File: src/rtl/nibble_serial_adder_pkg.sv
// Shared types and constants for the nibble-serial adder.
// Optional feature macro: NSA_SIGNED_OVF_EN (adds signed-overflow output).
package nsa_pkg;

    localparam int NIBBLE_W = 4;

    typedef enum logic [1:0] {
        NSA_IDLE,
        NSA_RUN,
        NSA_DONE
    } nsa_state_t;

endpackage

File: src/rtl/nibble_serial_adder_slice.sv
// 4-bit ripple-carry adder slice built from single-bit full-adder cells.
// Purely combinational; the sequencer around it owns all state.

module full_adder_cell (
    input  logic a,
    input  logic b,
    input  logic ci,
    output logic s,
    output logic co
);
    assign s  = a ^ b ^ ci;
    assign co = (a & b) | (ci & (a ^ b));
endmodule

module nibble_add_slice
    import nsa_pkg::*;
(
    output logic                c_out,
    output logic [NIBBLE_W-1:0] s,
    input  logic [NIBBLE_W-1:0] a,
    input  logic [NIBBLE_W-1:0] b,
    input  logic                c_in
);
    logic [NIBBLE_W:0] c;

    assign c[0] = c_in;

    for (genvar i = 0; i < NIBBLE_W; i++) begin : g_fa
        full_adder_cell u_fa (
            .a  (a[i]),
            .b  (b[i]),
            .ci (c[i]),
            .s  (s[i]),
            .co (c[i+1])
        );
    end

    assign c_out = c[NIBBLE_W];
endmodule

File: src/rtl/nibble_serial_adder.sv
// Wide adder built from one 4-bit slice: operands are latched on accept and
// summed one nibble per cycle, LSB first, with the carry held in a register.
// Optional feature macro: NSA_SIGNED_OVF_EN (adds the ovf output).
module nibble_serial_adder
    import nsa_pkg::*;
#(
    parameter int WIDTH = 16
) (
    input  logic             clk,
    input  logic             rst,
    input  logic             in_valid,
    output logic             in_ready,
    input  logic [WIDTH-1:0] a,
    input  logic [WIDTH-1:0] b,
    input  logic             c_in,
    output logic             out_valid,
    input  logic             out_ready,
`ifdef NSA_SIGNED_OVF_EN
    output logic [WIDTH:0]   sum,
    output logic             ovf
`else
    output logic [WIDTH:0]   sum
`endif
);
    localparam int N     = WIDTH / NIBBLE_W;
    localparam int IDX_W = (N > 1) ? $clog2(N) : 1;
    localparam logic [IDX_W-1:0] LAST_IDX = IDX_W'(N - 1);

    if (WIDTH < NIBBLE_W || (WIDTH % NIBBLE_W) != 0) begin : g_bad_width
        $fatal(1, "nibble_serial_adder: WIDTH must be a multiple of 4 and >= 4");
    end

    nsa_state_t                       state;
    logic [N-1:0][NIBBLE_W-1:0]       a_r;
    logic [N-1:0][NIBBLE_W-1:0]       b_r;
    logic [N-1:0][NIBBLE_W-1:0]       sum_lo;
    logic                             sum_hi;
    logic                             carry;
    logic [IDX_W-1:0]                 idx;

    logic [NIBBLE_W-1:0]              sl_s;
    logic                             sl_co;

    // The single shared slice always works on the nibble selected by idx.
    nibble_add_slice u_slice (
        .c_out (sl_co),
        .s     (sl_s),
        .a     (a_r[idx]),
        .b     (b_r[idx]),
        .c_in  (carry)
    );

    assign sum = {sum_hi, sum_lo};

    // Sequencer: accept operands, walk the nibbles, then hold the result
    // until the consumer takes it. All outputs are registered here.
    always_ff @(posedge clk) begin
        if (rst) begin
            state     <= NSA_IDLE;
            in_ready  <= 1'b1;
            out_valid <= 1'b0;
            a_r       <= '0;
            b_r       <= '0;
            sum_lo    <= '0;
            sum_hi    <= 1'b0;
            carry     <= 1'b0;
            idx       <= '0;
`ifdef NSA_SIGNED_OVF_EN
            ovf       <= 1'b0;
`endif
        end else begin
            case (state)
                NSA_IDLE: begin
                    if (in_valid && in_ready) begin
                        a_r      <= a;
                        b_r      <= b;
                        carry    <= c_in;
                        // Clear so partially built sums never expose old data.
                        sum_lo   <= '0;
                        sum_hi   <= 1'b0;
                        idx      <= '0;
                        in_ready <= 1'b0;
`ifdef NSA_SIGNED_OVF_EN
                        ovf      <= 1'b0;
`endif
                        state    <= NSA_RUN;
                    end
                end
                NSA_RUN: begin
                    sum_lo[idx] <= sl_s;
                    carry       <= sl_co;
                    if (idx == LAST_IDX) begin
                        sum_hi    <= sl_co;
                        idx       <= '0;
                        out_valid <= 1'b1;
`ifdef NSA_SIGNED_OVF_EN
                        // Same-sign operands whose result sign differs.
                        ovf <= (a_r[N-1][NIBBLE_W-1] == b_r[N-1][NIBBLE_W-1]) &&
                               (sl_s[NIBBLE_W-1] != a_r[N-1][NIBBLE_W-1]);
`endif
                        state     <= NSA_DONE;
                    end else begin
                        idx <= idx + 1'b1;
                    end
                end
                NSA_DONE: begin
                    if (out_ready) begin
                        out_valid <= 1'b0;
                        in_ready  <= 1'b1;
                        state     <= NSA_IDLE;
                    end
                end
                default: begin
                    state <= NSA_IDLE;
                end
            endcase
        end
    end

endmodule

File: config.mk
export PLATFORM = sky130hd
export DESIGN_NAME = nibble_serial_adder
export DESIGN_NICKNAME = d
export VERILOG_FILES = /design/src/rtl/nibble_serial_adder_pkg.sv /design/src/rtl/nibble_serial_adder_slice.sv /design/src/rtl/nibble_serial_adder.sv
export SDC_FILE = /design/constraint.sdc
export NUM_CORES = 1
export LEC_CHECK = 0
export CORE_ASPECT_RATIO = 2
export CORE_MARGIN = 2
export CORE_UTILIZATION = 41
export CTS_CLUSTER_SIZE = 14
export DETAILED_ROUTE_END_ITERATION = 8
export PLACE_DENSITY = 0.68
export SLEW_MARGIN = 25
export SYNTH_ARGS = -nofsm -noshare
export SYNTH_HDL_FRONTEND = slang
export SYNTH_SLANG_ARGS = --single-unit
File: constraint.sdc
create_clock -name clk -period 7.5 [get_ports clk]
set_input_delay 1.125 -clock clk [delete_from_list [all_inputs] [get_ports clk]]
set_output_delay 1.125 -clock clk [all_outputs]
set_load 0.005 [all_outputs]
==> results.yml <==
outcome:
  outcome: "completed"
synth:
  ys_types: 28
  synth_mux_area_share_pct: 7.44
  synth_nets: 308
  synth-simple-area-share_pct: 17.3
  synth_top_family_by_area: "simple AND/OR/NAND/NOR gates"
  synth_area_mm2: 0.00242
  synth_compound_area_share_pct: 15.5
  ys_seq_area_share_pct: 46.3
  synth-seq-cells: 56
  postSynthAreaPerCell_um2: 9.21
  synthXorXnorAreaFrac_pct: 0
  yosys_warnings: 0
  synth_fa_ha_area_share_pct: 5.37
  syn_inst: 263
critical_path:
  crit_fanout: 13
  crit_path_start_kind: "flip-flop"
  worst_ep_required_time_ns: 7.69
  cp_slowest_cell: "dfxtp_1"
  cp_data_arrival_time_ns: 3.60
  crit_path_frequent_cell: "fa_1"
  path_class: "reg2reg"
  endpoint_kind: "flip-flop"
  crit_chain: "mux4_2 -> fa_1 -> fa_1 -> fa_1 -> fa_1 -> nand2b_1 -> o32ai_1"
  slowest_delay_ns: 0.71
final_layout:
  multiInputGateArea_mm2: 0.00110
  fin_cells: 369
  finalCoreUtilization_pct: 54.6
  final_nets: 352
  n_fill_cell: 541
  n_antenna_cell: 0
  drive_above_1_share_pct: 7.47
  syn2layout_area_growth_pct: 28.8
  layout.area.seq_mm2: 0.00112
placed_design:
  placed_cells: 360
  hpwl_um: 3900
  place_ws_ns: 4.08
  io_buffers: 55
  gp_congestion: 0.824
pwr:
  p_leak_uw: 0.00109
  ir_worst_vdd_mv: 0.191
  power_density_mw_per_mm2: 217
routing:
  firstDrtPassIters: 4
  drt.antenna.violating_nets: 0
  wire_per_inst_um: 14.7
  num_vias: 1933
  drt_wl_total_um: 5420
  via_per_inst: 5.24
  drt_iter0_markers: 45
  drc: 0
die:
  fp.dieW_um: 58.3
  core_area_mm2: 0.00571
  rows: 39
  dieArea_mm2: 0.00657
  dieHeight_um: 113
  initial_core_util_pct: 42.4
  io_pins: 56
timing:
  post-route-min-period_ns: 3.41
  fin_ws_ns: 4.09
  hold_slack_ns: 0.455
  worstMarginPinSlew_ns: 0.664
  finalClockSkew_ns: 0.00327
  hold_viol: 0
  grt_setup_unrepaired: "no"
  min_period_over_period_pct: 45.5
  slew_headroom_pct: 55.7
  setup_violations: 0
  fmax_mhz: 293
  fin_setup_tns_ns: 0
  slew_viol_final: 0
global_route:
  grt_overflow: 0
  groute.usage.overall_pct: 17.2
  grt_max_degree: 61
  antenna_found_initial: 0
  grt_pass1_wl_um: 8580
  grt_pass1_vias: 1805
clock_network:
  cts_resized: 0
  cts_setup_buffers: 0
  clkSlewWorstSetupHoldPaths_ns: 0.07
  cts_hold_buf: 0
  cts_tree: "done"
  cts_max_level: 2
  clock_latency_ns: 0.29
  cts-root-buf: "clkbuf_16"
  cts_buffer_depth: 2
  cts_inserted_buffers: 5
  cts_sinks: 56
job:
  maxCapViolations: 0
hold_path:
  min_path_type: "reg2reg"
-- cell usage after synthesis (all sizes together) --
cell type  number  area share, %
nand2          70             11
dfxtp          56             46
a21oi          38            7.9
inv            18            2.8
buf            17            4.8
o32ai          16            5.8
mux4            8            7.4
nand2b          7            1.8
fa              4            3.3
ha              4            2.1
nand3b          4            1.2
nor2            4           0.62
clkbuf          3           0.47
nand3           3           0.62
nor2b           2           0.52
a22oi           1           0.31
a2bb2oi         1           0.36
a31oi           1           0.26
and4bb          1           0.52
nand4bb         1           0.47
nor4b           1           0.36
o211ai          1           0.31
o21a            1           0.31
o21bai          1           0.31
-- placed cells by master (no fill, tap or decap) --
cell type	count
a21oi_1	38
a22oi_1	1
a2bb2oi_1	1
a31oi_1	1
and4bb_2	1
buf_16	1
buf_2	1
buf_4	1
bufinv_16	1
clkbuf_16	5
clkdlybuf4s50_1	54
clkinv_2	1
clkinvlp_4	1
dfxtp_1	56
fa_1	4
ha_1	4
inv_1	18
mux4_2	8
nand2_1	67
nand2_2	3
nand2b_1	7
nand3_1	3
nand3b_1	4
nand4bb_1	1
nor2_1	4
nor2b_1	2
nor4b_1	1
o211ai_1	1
o21a_1	1
o21bai_1	1
o32ai_1	16
-- critical path: cells and delay by family, from the launching register on --
| kind | cells | cell delay (ns) |
|---|---|---|
| compound gates | 1 | 0.16 |
| fa+ha+maj | 4 | 1.73 |
| flops | 1 | 0.71 |
| mux | 1 | 0.60 |
| simple gates | 1 | 0.11 |
-- registers in the layout (all words and copies together) (netlist names) --
register and cells:
sum 16, in_ready 1, a_r 16, out_valid 1
sum_hi 1, carry 1, b_r 16, state 2
idx 2
-- layout make-up --
| type | count | area share (%) |
|---|---|---|
| flip-flops and latches | 56 | 36.0 |
| multi-input cells | 169 | 35.4 |
| repair buffers | 57 | 18.6 |
| clock buffers | 5 | 4.01 |
| well taps | 61 | 2.45 |
| inverters | 18 | 2.17 |
| clock inverters | 3 | 1.36 |
-- per-stage QoR --
stage,total power (uW),area (um2)
2_1_floorplan,387,2420
3_3_place_gp,417,2920
3_5_place_dp,420,2920
4_1_cts,677,3090
5_1_grt,702,3120
6_report,676,3120
-- power by group --
| part | switching, uW | internal (uW) |
|---|---|---|
| registers | 12.8 | 312 |
| logic | 44.4 | 44.8 |
| clock network | 105 | 157 |
-- kinds of logic after synthesis --
family | count (synthesis)
flip-flops | 56
adder cells (fa/ha/maj) | 8
AND/OR/NAND/NOR | 93
buffers and inverters | 38
AO/OA/AOI/OAI | 60
multiplexers | 8
-- layer usage --
metal | vias to the layer above | track usage (%) | routed length, um
met5 | - | 0 | 0
met4 | 0 | 6.82 | 111
met3 | 7 | 2.88 | 148
met2 | 51 | 31.9 | 3150
met1 | 897 | 18.5 | 2010
li1 | 978 | - | -
-- final timing paths --
path / slack (ns) / cells after the start / to / startpoint
max: 4.09 / 7 / sum[3]$_SDFFE_PP0P_ / idx[0]$_SDFFE_PP0P_
min: 0.45 / 2 / b_r[5]$_SDFFE_PP0P_ / b_r[5]$_SDFFE_PP0P_
max reg2reg: 4.09 / 7 / sum[3]$_SDFFE_PP0P_ / idx[0]$_SDFFE_PP0P_
min reg2reg: 0.45 / 2 / b_r[5]$_SDFFE_PP0P_ / b_r[5]$_SDFFE_PP0P_
Note: power is estimated with default switching activity, not from simulation.
